==> src/rtl/multicycle_control_unit_pkg.sv <==
// Shared encodings for the multicycle control unit: instruction opcodes, FSM state codes
// and the datapath select codes driven by the strobe decoder.
package multicycle_control_unit_pkg;

    localparam logic [6:0] OpLoad     = 7'b0000011;
    localparam logic [6:0] OpArithImm = 7'b0010011;
    localparam logic [6:0] OpStore    = 7'b0100011;
    localparam logic [6:0] OpArith    = 7'b0110011;
    localparam logic [6:0] OpBranch   = 7'b1100011;
    localparam logic [6:0] OpJalr     = 7'b1100111;
    localparam logic [6:0] OpJal      = 7'b1101111;
    localparam logic [6:0] OpEcall    = 7'b1110011;

    localparam logic [2:0] StIf   = 3'd0;
    localparam logic [2:0] StId   = 3'd1;
    localparam logic [2:0] StEx   = 3'd2;
    localparam logic [2:0] StMem  = 3'd3;
    localparam logic [2:0] StWb   = 3'd4;
    localparam logic [2:0] StBr   = 3'd5;
    localparam logic [2:0] StHalt = 3'd6;

    localparam logic [1:0] AluAdd      = 2'b00;
    localparam logic [1:0] AluBranch   = 2'b01;
    localparam logic [1:0] AluFunct    = 2'b10;
    localparam logic [1:0] AluFunctImm = 2'b11;

    localparam logic [1:0] SrcAPc    = 2'b00;
    localparam logic [1:0] SrcAOldPc = 2'b01;
    localparam logic [1:0] SrcARs1   = 2'b10;

    localparam logic [1:0] SrcBRs2   = 2'b00;
    localparam logic [1:0] SrcBImm   = 2'b01;
    localparam logic [1:0] SrcBFour  = 2'b10;

    localparam logic [1:0] WbAluOut = 2'b00;
    localparam logic [1:0] WbMdr    = 2'b01;
    localparam logic [1:0] WbPc     = 2'b10;

    typedef struct packed {
        logic       mem_read;
        logic       mem_write;
        logic       i_or_d;
        logic       ir_write;
        logic       pc_write;
        logic       reg_write;
        logic [1:0] wb_sel;
        logic [1:0] alu_src_a;
        logic [1:0] alu_src_b;
        logic [1:0] alu_op;
    } ctrl_t;

    function automatic logic is_known_op(input logic [6:0] op);
        return op inside {OpLoad, OpArithImm, OpStore, OpArith, OpBranch, OpJalr, OpJal, OpEcall};
    endfunction

endpackage

==> src/rtl/mc_ctrl_decode.sv <==
// Combinational strobe decoder: maps FSM state, opcode, bcond and mem_ready to datapath
// controls. Holds no state.
module mc_ctrl_decode
    import multicycle_control_unit_pkg::*;
(
    input  logic [2:0] state,
    input  logic [6:0] opcode,
    input  logic       bcond,
    input  logic       mem_ready,
    output ctrl_t      ctrl,
    output logic       take_branch
);

    assign take_branch = (state == StEx) && (opcode == OpBranch) && bcond;

    always_comb begin
        ctrl = '0;
        case (state)
            StIf: begin
                ctrl.mem_read  = 1'b1;
                ctrl.alu_src_a = SrcAPc;
                ctrl.alu_src_b = SrcBFour;
                ctrl.alu_op    = AluAdd;
                ctrl.ir_write  = mem_ready;
                ctrl.pc_write  = mem_ready;
            end
            StEx: begin
                case (opcode)
                    OpArith: begin
                        ctrl.alu_src_a = SrcARs1;
                        ctrl.alu_src_b = SrcBRs2;
                        ctrl.alu_op    = AluFunct;
                    end
                    OpArithImm: begin
                        ctrl.alu_src_a = SrcARs1;
                        ctrl.alu_src_b = SrcBImm;
                        ctrl.alu_op    = AluFunctImm;
                    end
                    OpLoad, OpStore: begin
                        ctrl.alu_src_a = SrcARs1;
                        ctrl.alu_src_b = SrcBImm;
                        ctrl.alu_op    = AluAdd;
                    end
                    OpBranch: begin
                        ctrl.alu_src_a = SrcARs1;
                        ctrl.alu_src_b = SrcBRs2;
                        ctrl.alu_op    = AluBranch;
                    end
                    OpJal, OpJalr: begin
                        // JALR's target LSB is cleared downstream in the datapath
                        ctrl.alu_src_a = (opcode == OpJal) ? SrcAOldPc : SrcARs1;
                        ctrl.alu_src_b = SrcBImm;
                        ctrl.alu_op    = AluAdd;
                        ctrl.pc_write  = 1'b1;
                        ctrl.reg_write = 1'b1;
                        ctrl.wb_sel    = WbPc;
                    end
                    default: ;
                endcase
            end
            StMem: begin
                ctrl.i_or_d    = 1'b1;
                ctrl.mem_read  = (opcode == OpLoad);
                ctrl.mem_write = (opcode == OpStore);
            end
            StWb: begin
                ctrl.reg_write = 1'b1;
                ctrl.wb_sel    = (opcode == OpLoad) ? WbMdr : WbAluOut;
            end
            StBr: begin
                ctrl.alu_src_a = SrcAOldPc;
                ctrl.alu_src_b = SrcBImm;
                ctrl.alu_op    = AluAdd;
                ctrl.pc_write  = 1'b1;
            end
            default: ;
        endcase
    end

endmodule

==> src/rtl/multicycle_control_unit.sv <==
// Multicycle RV32 control FSM: owns the state register and retired-instruction counter;
// strobes come from mc_ctrl_decode and are forced low while reset is asserted.
module multicycle_control_unit
    import multicycle_control_unit_pkg::*;
(
    input  logic        clk,
    input  logic        reset,
    input  logic [6:0]  opcode,
    input  logic        bcond,
    input  logic        mem_ready,
    input  logic        halt_req,
    output logic        mem_read,
    output logic        mem_write,
    output logic        i_or_d,
    output logic        ir_write,
    output logic        pc_write,
    output logic        reg_write,
    output logic [1:0]  wb_sel,
    output logic [1:0]  alu_src_a,
    output logic [1:0]  alu_src_b,
    output logic [1:0]  alu_op,
    output logic        is_halted,
    output logic [31:0] retired_count
);

    logic [2:0]  state_q, state_d;
    logic [31:0] retired_count_q;
    logic        retire;
    logic        take_branch;
    ctrl_t       ctrl, ctrl_out;

    mc_ctrl_decode u_decode (
        .state       (state_q),
        .opcode      (opcode),
        .bcond       (bcond),
        .mem_ready   (mem_ready),
        .ctrl        (ctrl),
        .take_branch (take_branch)
    );

    always_comb begin
        state_d = state_q;
        retire  = 1'b0;
        case (state_q)
            StIf: if (mem_ready) state_d = StId;
            StId: begin
                if (opcode == OpEcall && halt_req) begin
                    state_d = StHalt;
                end else if (opcode == OpEcall || !is_known_op(opcode)) begin
                    state_d = StIf;
                    retire  = 1'b1;
                end else begin
                    state_d = StEx;
                end
            end
            StEx: begin
                case (opcode)
                    OpArith, OpArithImm: state_d = StWb;
                    OpLoad, OpStore:     state_d = StMem;
                    OpBranch: begin
                        state_d = take_branch ? StBr : StIf;
                        retire  = !take_branch;
                    end
                    OpJal, OpJalr: begin
                        state_d = StIf;
                        retire  = 1'b1;
                    end
                    default: state_d = StIf;
                endcase
            end
            StMem: begin
                if (mem_ready) begin
                    state_d = (opcode == OpLoad) ? StWb : StIf;
                    retire  = (opcode != OpLoad);
                end
            end
            StWb, StBr: begin
                state_d = StIf;
                retire  = 1'b1;
            end
            StHalt:  state_d = StHalt;
            default: state_d = StIf;
        endcase
    end

    always_ff @(posedge clk or posedge reset) begin
        if (reset) begin
            state_q         <= StIf;
            retired_count_q <= '0;
        end else begin
            state_q <= state_d;
            if (retire) retired_count_q <= retired_count_q + 32'd1;
        end
    end

    // IF drives mem_read even idle, so gate on reset to keep every output low while held
    assign ctrl_out      = reset ? '0 : ctrl;
    assign mem_read      = ctrl_out.mem_read;
    assign mem_write     = ctrl_out.mem_write;
    assign i_or_d        = ctrl_out.i_or_d;
    assign ir_write      = ctrl_out.ir_write;
    assign pc_write      = ctrl_out.pc_write;
    assign reg_write     = ctrl_out.reg_write;
    assign wb_sel        = ctrl_out.wb_sel;
    assign alu_src_a     = ctrl_out.alu_src_a;
    assign alu_src_b     = ctrl_out.alu_src_b;
    assign alu_op        = ctrl_out.alu_op;
    assign is_halted     = (state_q == StHalt) && !reset;
    assign retired_count = retired_count_q;

endmodule

==> config.mk <==
export PLATFORM = sky130hd
export DESIGN_NAME = multicycle_control_unit
export DESIGN_NICKNAME = d
export VERILOG_FILES = /design/src/rtl/multicycle_control_unit_pkg.sv /design/src/rtl/mc_ctrl_decode.sv /design/src/rtl/multicycle_control_unit.sv
export SDC_FILE = /design/constraint.sdc
export NUM_CORES = 1
export LEC_CHECK = 0
export CAP_MARGIN = 20
export CORE_ASPECT_RATIO = 0.8
export CORE_MARGIN = 10
export CORE_UTILIZATION = 49
export CTS_CLUSTER_DIAMETER = 150
export DETAILED_ROUTE_END_ITERATION = 10
export GPL_TIMING_DRIVEN = 0
export PLACE_DENSITY = 0.9
export SYNTH_ARGS = -nofsm -noshare
export SYNTH_HDL_FRONTEND = slang
export SYNTH_SLANG_ARGS = --single-unit
==> constraint.sdc <==
create_clock -name clk -period 3.1 [get_ports clk]
set_input_delay 0.93 -clock clk [delete_from_list [all_inputs] [get_ports clk]]
set_output_delay 0.93 -clock clk [all_outputs]
set_load 0.1 [all_outputs]
==> reports/summary.txt, run 1 <==
IO Pins -> 59
Reg2Reg Capture Point -> retired_count[31]
Routed wire per std cell -> 19.4 microns
Final Cell Area -> 0.00328 sq mm
Core area -> 0.00454 sq mm
Layout fillers -> 315
Yosys Warn Count -> 0
Ys flop type -> dfrtp_1
First-pass GRT wire length -> 11300 microns
Netlist cell types -> 49
Clock Pin Slew Worst Setup and Hold Paths -> 0.07 ns
Async SR Flop Fraction -> 1.00
DRC viols -> 0
Initial antenna violation count -> 0
CP Cell Sequence -> dlygate4sd2_1 > and3_4 > nand3_4 > nor2_2 > a21oi_2 > nor3_4 > buf_12
Status -> completed
Final non-filler cell total -> 367
Worst slew margin -> 0.302
Worst-margin pin slew -> 1.04 ns
Overall Power -> 1.93 mW
Fin crit period -> 3.08 ns
Area post-placement -> 0.00312 sq mm
Hold Path Origin -> retired_count[31]
Setup CP Type -> input port to primary output
Crit path largest cell delay -> 0.24 ns
Crit path required time -> 2.17 ns
Fmax -> 325 MHz
CP endpoint kind -> primary output
R2R setup slack -> 0.91 ns
Synth Instances -> 236
Via density -> 5.87
HPWL Detailed -> 4810 microns
Final Slew Violations -> 0
CP Capture Point -> reg_write
FF-to-FF Start -> retired_count[6]
Gr usage total -> 0.184
Final setup fails -> 0
CP startpoint -> opcode[0]
Layout cells sized above 1 -> 0.293
P&R area growth vs syn -> 43.2%
Vias in the first global route -> 2229
Clock Skew -> 0.00834 ns
Pin count of the biggest net entering global routing -> 19
Worst-skew pair later-pin latency -> 0.29 ns
Lkg Pwr -> 1.31 nW
CP startpoint kind -> input port
Antenna Cells -> 0
Number of synthesized flops with an enable pin -> 0
Clock buffers created by TritonCTS -> 5
Die width -> 96.4 microns
Port bufs -> 57
Rows -> 22
Syn_nets -> 249
CP max FO -> 4
H-tree levels -> 2
Synth Cell Area -> 0.00229 sq mm
Final ANT Viol Nets -> 0
Root Buffer -> clkbuf_8
Synthesis-stage register bit count -> 35
Period utilisation layout -> 0.993
Final TNS setup -> 0 ns
Routed wire length -> 7120 microns
Die area -> 0.00782 sq mm
Grt total ovfl -> 0
Router iterations before antenna repair -> 4
Die H -> 81.1 microns
CTS tree -> done
Syn Area/Cell -> 9.70 sq um
Worst VDD drop -> 0.000564 V
Clock Tree Buf Depth -> 2
GPL Wtd Cong -> 0.859
Via count -> 2156
Final hold vios -> 0
Nets -> 320
Clock net sink count -> 35
Initial drt markers -> 140
Critical Path Slowest Stage Cell -> dlygate4sd2_1
Worst Hold Class -> flip-flop to flip-flop
FF-to-FF path depth -> 5
Arrival time at the worst endpoint -> 2.15 ns
Pwr Density -> 589 mW/mm^2
Max-cap violations -> 0
Register area share after synthesis -> 0.383
Placed Instances -> 353
Initial Utilization -> 0.504
-- sequential cells by signal, indices dropped and copies added (netlist names) --
name	cells
retired_count	32
state_q	3
-- critical path, delay by kind of cell --
family,cells,cell delay [ns]
AND/OR/NAND/NOR,4,0.67
buffers and inverters,2,0.44
AO/OA/AOI/OAI,1,0.09
-- cell usage after synthesis, types with 2 or more instances --
master	n	area, sq um
dfrtp_1	35	876
xor2_1	29	254
a21oi_1	26	130
nand2_1	18	67.6
nand3_1	18	90.1
nor2_1	13	48.8
inv_1	8	30.0
nand4_1	7	43.8
a211oi_1	6	45.0
nor3_1	6	30.0
nor2b_1	5	31.3
nor4_1	5	31.3
and3_1	4	25.0
buf_2	4	20.0
buf_6	4	45.0
o21ai_0	4	20.0
a2111oi_4	3	82.6
and2_1	3	18.8
clkbuf_1	3	11.3
a2111oi_2	2	30.0
nand2_2	2	12.5
nor4_4	2	42.5
o21bai_1	2	15.0
xnor2_1	2	17.5
-- layout by cell type (no fill, tap or decap), types with 2 or more instances in the layout --
cell and count:
clkdlybuf4s50_1 35, dfrtp_1 35, xor2_1 29, a21oi_1 24
nand3_1 17, nand2_1 16, buf_2 11, buf_6 10
buf_4 9, nor2_1 8, inv_1 7, nand4_1 7
a211oi_1 6, clkbuf_8 6, nor2b_1 5, nor4_4 5
nor3_4 4, nand2_2 3, a2111oi_4 3, nor2_2 3
o21ai_0 3, nor3_1 2, clkbuf_1 2, and3_1 2
clkbuf_4 2, nor4_1 2, a2111oi_2 2, xnor2_1 2
and2_4 2, a21oi_2 2, nor2_4 2, buf_12 2
-- worst min path at each step --
stage,end,depth (start not counted)
floorplan,state_q[2],3
global placement,retired_count[31],1
detailed placement,retired_count[31],1
CTS,retired_count[31],1
global route,retired_count[31],1
finish,retired_count[31],1
-- what timing repair did --
action / 4_1_cts / 5_1_grt
cloned: 1 / 0
hold buffers: 0 / 0
setup endpoints to repair: 15 / 7
pin swaps: 5 / 1
gates resized for setup: 125 / 4
setup buffers: 5 / 1
-- metal layers --
metal	wire (microns)	up-vias	part of all wire	global-route usage
met5	0	-	0	0
li1	-	995	-	-
met4	162	0	0.023	0.0623
met2	3500	97	0.49	0.316
met3	519	17	0.073	0.0424
met1	2940	1047	0.41	0.221
-- cell families (layout without fill, tap and decap cells) --
group,Yosys count,in the layout,synth area share
and+or+nand+nor,96,96,0.254
adders and majority gates,1,1,0.00547
muxes,1,1,0.00656
buffers and inverters,20,91,0.0498
DFF,35,35,0.383
AOI/OAI and AO/OA,52,52,0.183
xor gates and xnor gates,31,31,0.119
-- metrics by stage --
stage | worst slack [ns] | hold WS, ns | utilization
floorplan | -0.776 | 0.560 | -
global placement | -2.16 | 0.457 | 0.687
detailed placement | -2.21 | 0.462 | 0.687
CTS | 0.00322 | 0.471 | 0.720
global route | -0.0225 | 0.504 | 0.722
finish | 0.0208 | 0.465 | 0.722
-- cell type report --
| type | instances | area (sq um) | share of cell area |
|---|---|---|---|
| buffer | 12 | 101 | 0.0309 |
| clock buffer | 6 | 82.6 | 0.0252 |
| clock inverter | 1 | 5.00 | 0.00153 |
| inverter | 8 | 33.8 | 0.0103 |
| multi-input combinational | 181 | 1510 | 0.460 |
| sequential | 35 | 876 | 0.267 |
| tap | 60 | 75.1 | 0.0229 |
| timing repair buffer | 63 | 592 | 0.181 |
| timing repair inverter | 1 | 5.00 | 0.00153 |
-- report_power, final --
part	switching, mW	internal, mW	total, mW	leakage (nW)
Combinational	0.730	0.222	0.951	0.850
Clock	0.163	0.174	0.337	0.0470
Sequential	0.116	0.527	0.643	0.415
Total	1.01	0.922	1.93	1.31
(Power assumes the default switching activity.)
==> inputs of run 2 (changes only) <==
--- a/config.mk
+++ b/config.mk
@@ -16,3 +16,4 @@
 export SYNTH_ARGS = -nofsm -noshare
 export SYNTH_HDL_FRONTEND = slang
 export SYNTH_SLANG_ARGS = --single-unit
+export TNS_END_PERCENT = 20
==> run 2 against run 1 <==
Compared with the run above:
- first-iteration DRC count rose by 21%
- register-to-register slack improved by 0.05 ns
- clock skew rose by 0.0013 ns
==> reports/summary.txt, run 2 (synthesized netlist as in run 1, its figures left out) <==
CP max FO -> 5 (was 4)
Clock net sink count -> 35 (unchanged)
Die area -> 0.00782 sq mm (unchanged)
Period utilisation layout -> 0.997 (was 0.993)
Clock Tree Buf Depth -> 2 (unchanged)
Vias in the first global route -> 2159 (was 2229)
Initial antenna violation count -> 0 (unchanged)
Final setup fails -> 0 (unchanged)
Final ANT Viol Nets -> 0 (unchanged)
Fin crit period -> 3.09 ns (was 3.08 ns)
Crit path required time -> 2.17 ns (about the same)
Pint -> 0.989 mW (was 0.922 mW)
Clock buffers created by TritonCTS -> 5 (unchanged)
Lkg Pwr -> 1.30 nW (was 1.31 nW)
Port bufs -> 57 (unchanged)
Setup CP Type -> input port to primary output (unchanged)
Pwr Density -> 614 mW/mm^2 (was 589 mW/mm^2)
Final Cell Area -> 0.00326 sq mm (was 0.00328 sq mm)
Combinational Power Share -> 0.470 (was 0.493)
P&R area growth vs syn -> 42.5% (was 43.2%)
Area post-placement -> 0.00306 sq mm (was 0.00312 sq mm)
Layout cells sized above 1 -> 0.282 (was 0.293)
Routed wire length -> 6780 microns (was 7120 microns)
Nets -> 321 (was 320)
Fmax -> 323 MHz (was 325 MHz)
Worst slew margin -> 0.334 (was 0.302)
Clock Skew -> 0.00961 ns (was 0.00834 ns)
Worst-skew pair later-pin latency -> 0.30 ns (was 0.29 ns)
Final Util -> 0.718 (was 0.722)
HPWL Detailed -> 4720 microns (was 4810 microns)
Max-cap violations -> 0 (unchanged)
GPL Wtd Cong -> 0.865 (was 0.859)
Net Sw Power -> 1.01 mW (about the same)
Layout fillers -> 330 (was 315)
Clock Pin Slew Worst Setup and Hold Paths -> 0.07 ns (about the same)
Max FFs per register -> 32 (unchanged)
Core area -> 0.00454 sq mm (unchanged)
Sequential Power Share -> 0.319 (was 0.333)
Most frequent cells in the layout -> clkdlybuf4s50_1, dfrtp_1, xor2_1 (unchanged)
Cts hold-fix bufs -> 0 (unchanged)
Share of total power in the clock network -> 0.210 (was 0.175)
Via density -> 5.85 (was 5.87)
Final Slew Violations -> 0 (unchanged)
Grt total ovfl -> 0 (unchanged)
Worst-margin pin slew -> 0.995 ns (was 1.04 ns)
Die width -> 96.4 microns (unchanged)
Router iterations before antenna repair -> 4 (unchanged)
Status -> completed (unchanged)
Antenna Cells -> 0 (unchanged)
Final hold vios -> 0 (unchanged)
Die H -> 81.1 microns (unchanged)
Rows -> 22 (unchanged)
DRC viols -> 0 (unchanged)
Root Buffer -> clkbuf_8 (unchanged)
Initial Utilization -> 0.504 (unchanged)
Unrepaired setup endpoints after global routing -> yes
Routed wire per std cell -> 18.4 microns (was 19.4 microns)
Final TNS setup -> 0 ns (unchanged)
CTS tree -> done (unchanged)
R2R setup slack -> 0.96 ns (was 0.91 ns)
H-tree levels -> 2 (unchanged)
IO Pins -> 59 (unchanged)
First-pass GRT wire length -> 11100 microns (was 11300 microns)
Worst VDD drop -> 0.000799 V (was 0.000564 V)
CP endpoint kind -> primary output (unchanged)
Arrival time at the worst endpoint -> 2.16 ns (was 2.15 ns)
Gr usage total -> 0.181 (was 0.184)
Initial drt markers -> 169 (was 140)
CP startpoint kind -> input port (unchanged)
Pin count of the biggest net entering global routing -> 25 (was 19)
Switching Share -> 0.506 (was 0.522)
Via count -> 2159 (was 2156)
Worst Hold Class -> flip-flop to flip-flop (unchanged)
[run 2: cell types whose count changed in the layout (fill, tap and decap cells not counted), moves of 3 or more]
cell             delta
buf_2               -4
buf_4               +7
clkbuf_2            +3
nor2_1              +4
clkdlybuf4s15_2     +4
[run 2: per-layer routing]
layer | part of all wire | global-route usage | vias up
met5 | 0 | 0 | -
met4 | 0.019 | 0.0739 | 0
met3 | 0.072 | 0.0525 | 13
met2 | 0.50 | 0.299 | 75
met1 | 0.41 | 0.216 | 1067
li1 | - | - | 1004
[run 2: critical path, cell delays in order]
cell and delay [ns]:
clkdlybuf4s15_2 0.24, and4bb_2 0.36, nand2_2 0.12, nor4b_4 0.25
buf_6 0.26
[run 2: area by class of cell]
type / instances / area, sq um / share of cell area
clock buffer: 5 / 68.8 / 0.0211
inverter: 8 / 33.8 / 0.0104
sequential: 35 / 876 / 0.269
timing repair buffer: 65 / 616 / 0.189
clock inverter: 3 / 43.8 / 0.0134
multi-input combinational: 181 / 1460 / 0.447
buffer: 12 / 90.1 / 0.0276
tap: 60 / 75.1 / 0.0230
[run 2: worst paths after layout]
check	to	start	cells after the start
worst min register to register	retired_count[31]	retired_count[31]	1
worst max register to register	retired_count[28]	retired_count[6]	5
worst max-delay path	wb_sel[0]	opcode[2]	5
worst min-delay path	retired_count[31]	retired_count[31]	1
min in group asynchronous	retired_count[23]	reset	3
max in group asynchronous	retired_count[7]	reset	4
[run 2: through the flow]
stage / cells / power [mW] / hold WS, ns / worst slack [ns]
finish: 369 / 2.00 / 0.489 / 0.00857
global route: 369 / 2.08 / 0.509 / -0.0506
CTS: 368 / 2.01 / 0.496 / -0.0657
detailed placement: 354 / 1.58 / 0.483 / -1.70
global placement: 353 / 1.57 / 0.455 / -2.43
floorplan: 236 / 1.35 / 0.550 / -0.776
[run 2: repair_timing]
item                       4_1_cts  5_1_grt
resized for setup              129        4
buffers inserted                 6        1
setup endpoints to repair       15       11
pin swaps                        5        4
[run 2: power groups by stage]
stage               registers (mW)  clock network, mW  logic (mW)
floorplan                     1.12                  0       0.222
global placement             0.640                  0       0.925
detailed placement           0.645                  0       0.936
CTS                          0.639              0.424       0.946
global route                 0.652              0.446       0.982
finish                       0.640              0.421       0.942
==> inputs of run 3 (changes only) <==
--- a/config.mk
+++ b/config.mk
@@ -12,7 +12,10 @@
 export CTS_CLUSTER_DIAMETER = 150
 export DETAILED_ROUTE_END_ITERATION = 10
 export GPL_TIMING_DRIVEN = 0
+export HOLD_SLACK_MARGIN = 0.02
 export PLACE_DENSITY = 0.9
+export RECOVER_POWER = 100
+export SKIP_CTS_REPAIR_TIMING = 1
 export SYNTH_ARGS = -nofsm -noshare
 export SYNTH_HDL_FRONTEND = slang
 export SYNTH_SLANG_ARGS = --single-unit
==> run 3 against run 2 <==
Compared with the run above:
- register-to-register slack worse by 0.02 ns
- flip-flop and latch count stayed put
- final area down 0.58%
- clock power is essentially flat
- worst hold slack improved by 0.0019 ns
- non-clock buffer count is 2 lower
- global-route usage fell by 1.1 points
- sequential power barely moved
- utilization is 0.41 points lower
- total power about the same
- critical path type unchanged
- cell count down 0.54%
==> reports/summary.txt, run 3 (synthesized netlist as in run 1, its figures left out) <==
Area post-placement -> 0.00306 sq mm (unchanged)
Rows -> 22 (unchanged)
FF-to-FF Start -> retired_count[6] (unchanged)
Fin crit period -> 3.10 ns (was 3.09 ns)
Period utilisation layout -> 0.999 (was 0.997)
DRC viols -> 0 (unchanged)
Layout cells sized above 1 -> 0.277 (was 0.282)
Setup CP Type -> input port to primary output (unchanged)
Final hold slack -> 0.491 ns (was 0.489 ns)
Worst slew margin -> 0.336 (was 0.334)
Max-cap violations -> 0 (unchanged)
Lkg Pwr -> 1.31 nW (was 1.30 nW)
Routed wire length -> 6710 microns (was 6780 microns)
Arrival time at the worst endpoint -> 2.17 ns (was 2.16 ns)
CP startpoint kind -> input port (unchanged)
Worst Hold Class -> flip-flop to flip-flop (unchanged)
Antenna Cells -> 0 (unchanged)
Final hold vios -> 0 (unchanged)
Routed wire per std cell -> 18.3 microns (was 18.4 microns)
H-tree levels -> 2 (unchanged)
Max FFs per register -> 32 (unchanged)
Die H -> 81.1 microns (unchanged)
Gr usage total -> 0.169 (was 0.181)
Final ANT Viol Nets -> 0 (unchanged)
Initial Utilization -> 0.504 (unchanged)
Router iterations before antenna repair -> 4 (unchanged)
Worst-skew pair later-pin latency -> 0.30 ns (about the same)
Clock buffers created by TritonCTS -> 5 (unchanged)
Grt total ovfl -> 0 (unchanged)
HPWL Detailed -> 4720 microns (unchanged)
Via density -> 5.78 (was 5.85)
Hold Path Origin -> retired_count[31] (unchanged)
Reg2Reg Capture Point -> retired_count[28] (unchanged)
Die area -> 0.00782 sq mm (unchanged)
Status -> completed (unchanged)
Initial drt markers -> 195 (was 169)
Clock Skew -> 0.00985 ns (was 0.00961 ns)
Clock Tree Buf Depth -> 2 (unchanged)
Port bufs -> 57 (unchanged)
IO Pins -> 59 (unchanged)
Final Slew Violations -> 0 (unchanged)
CP startpoint -> mem_ready (was opcode[2])
Most frequent cells in the layout -> clkdlybuf4s50_1, dfrtp_1, xor2_1 (unchanged)
Core area -> 0.00454 sq mm (unchanged)
Placed Instances -> 354 (unchanged)
Hold Crit Depth -> 1 (unchanged)
Hold worst-path end -> retired_count[31] (unchanged)
Root Buffer -> clkbuf_8 (unchanged)
CP max FO -> 6 (was 5)
Pin count of the biggest net entering global routing -> 25 (unchanged)
First-pass GRT wire length -> 10400 microns (was 11100 microns)
R2R setup slack -> 0.94 ns (was 0.96 ns)
Worst VDD drop -> 0.000803 V (was 0.000799 V)
CTS tree -> done (unchanged)
Unrepaired setup endpoints after global routing -> yes (unchanged)
Clock net sink count -> 35 (unchanged)
P&R area growth vs syn -> 41.7% (was 42.5%)
Pwr Density -> 618 mW/mm^2 (was 614 mW/mm^2)
Final setup fails -> 0 (unchanged)
Via count -> 2121 (was 2159)
Fmax -> 323 MHz (about the same)
Nets -> 319 (was 321)
Final Cell Area -> 0.00324 sq mm (was 0.00326 sq mm)
FF-to-FF path depth -> 5 (unchanged)
CP endpoint kind -> primary output (unchanged)
Clock Pin Slew Worst Setup and Hold Paths -> 0.08 ns (was 0.07 ns)
Crit path required time -> 2.17 ns (about the same)
Final non-filler cell total -> 367 (was 369)
Die width -> 96.4 microns (unchanged)
GPL Wtd Cong -> 0.865 (unchanged)
Worst setup margin -> 0.00430 ns (was 0.00857 ns)
Post-Place Setup Slack -> -1.70 ns (unchanged)
Vias in the first global route -> 2057 (was 2159)
Initial antenna violation count -> 0 (unchanged)
Worst-margin pin slew -> 0.994 ns (was 0.995 ns)
run 3: per-stage QoR:
step / total power [mW] / TNS [ns] / util
floorplan: 1.35 / -6.14 / -
global placement: 1.57 / -22.12 / 0.669
detailed placement: 1.58 / -20.14 / 0.673
CTS: 2.00 / -18.67 / 0.698
global route: 2.08 / -0.154 / 0.714
finish: 2.00 / 0 / 0.714
run 3: power breakdown:
group / total (mW) / switching (mW) / internal [mW]
Clock: 0.422 / 0.182 / 0.239
Combinational: 0.941 / 0.719 / 0.222
Sequential: 0.640 / 0.114 / 0.526
run 3: cell type report:
class                   count  area [sq um]
inverters                   8          33.8
repair buffers             63           583
multi-input cells         181          1470
clock buffers               5          68.8
flip-flops and latches     35           876
plain buffers              12          87.6
well taps                  60          75.1
clock inverters             3          43.8
fillers                   327          1300
run 3: worst max path at each step:
stage / to / cells after the start / slack [ns]
6_report: ir_write / 3 / 0.004
5_1_grt: alu_src_a[0] / 7 / -0.05
4_1_cts: alu_src_b[0] / 7 / -1.70
3_5_place_dp: alu_src_b[0] / 7 / -1.70
3_3_place_gp: pc_write / 5 / -2.43
2_1_floorplan: pc_write / 3 / -0.78
run 3: layer usage:
metal / up-vias / GRT usage / share of wire
met2: 67 / 0.274 / 0.49
met3: 9 / 0.0461 / 0.061
met5: - / 0 / 0
met4: 0 / 0.0638 / 0.014
met1: 1042 / 0.211 / 0.43
li1: 1003 / - / -
run 3: worst max-delay path, stage by stage:
cell             delay [ns]
clkdlybuf4s50_1        0.62
and2_4                 0.20
buf_2                  0.41
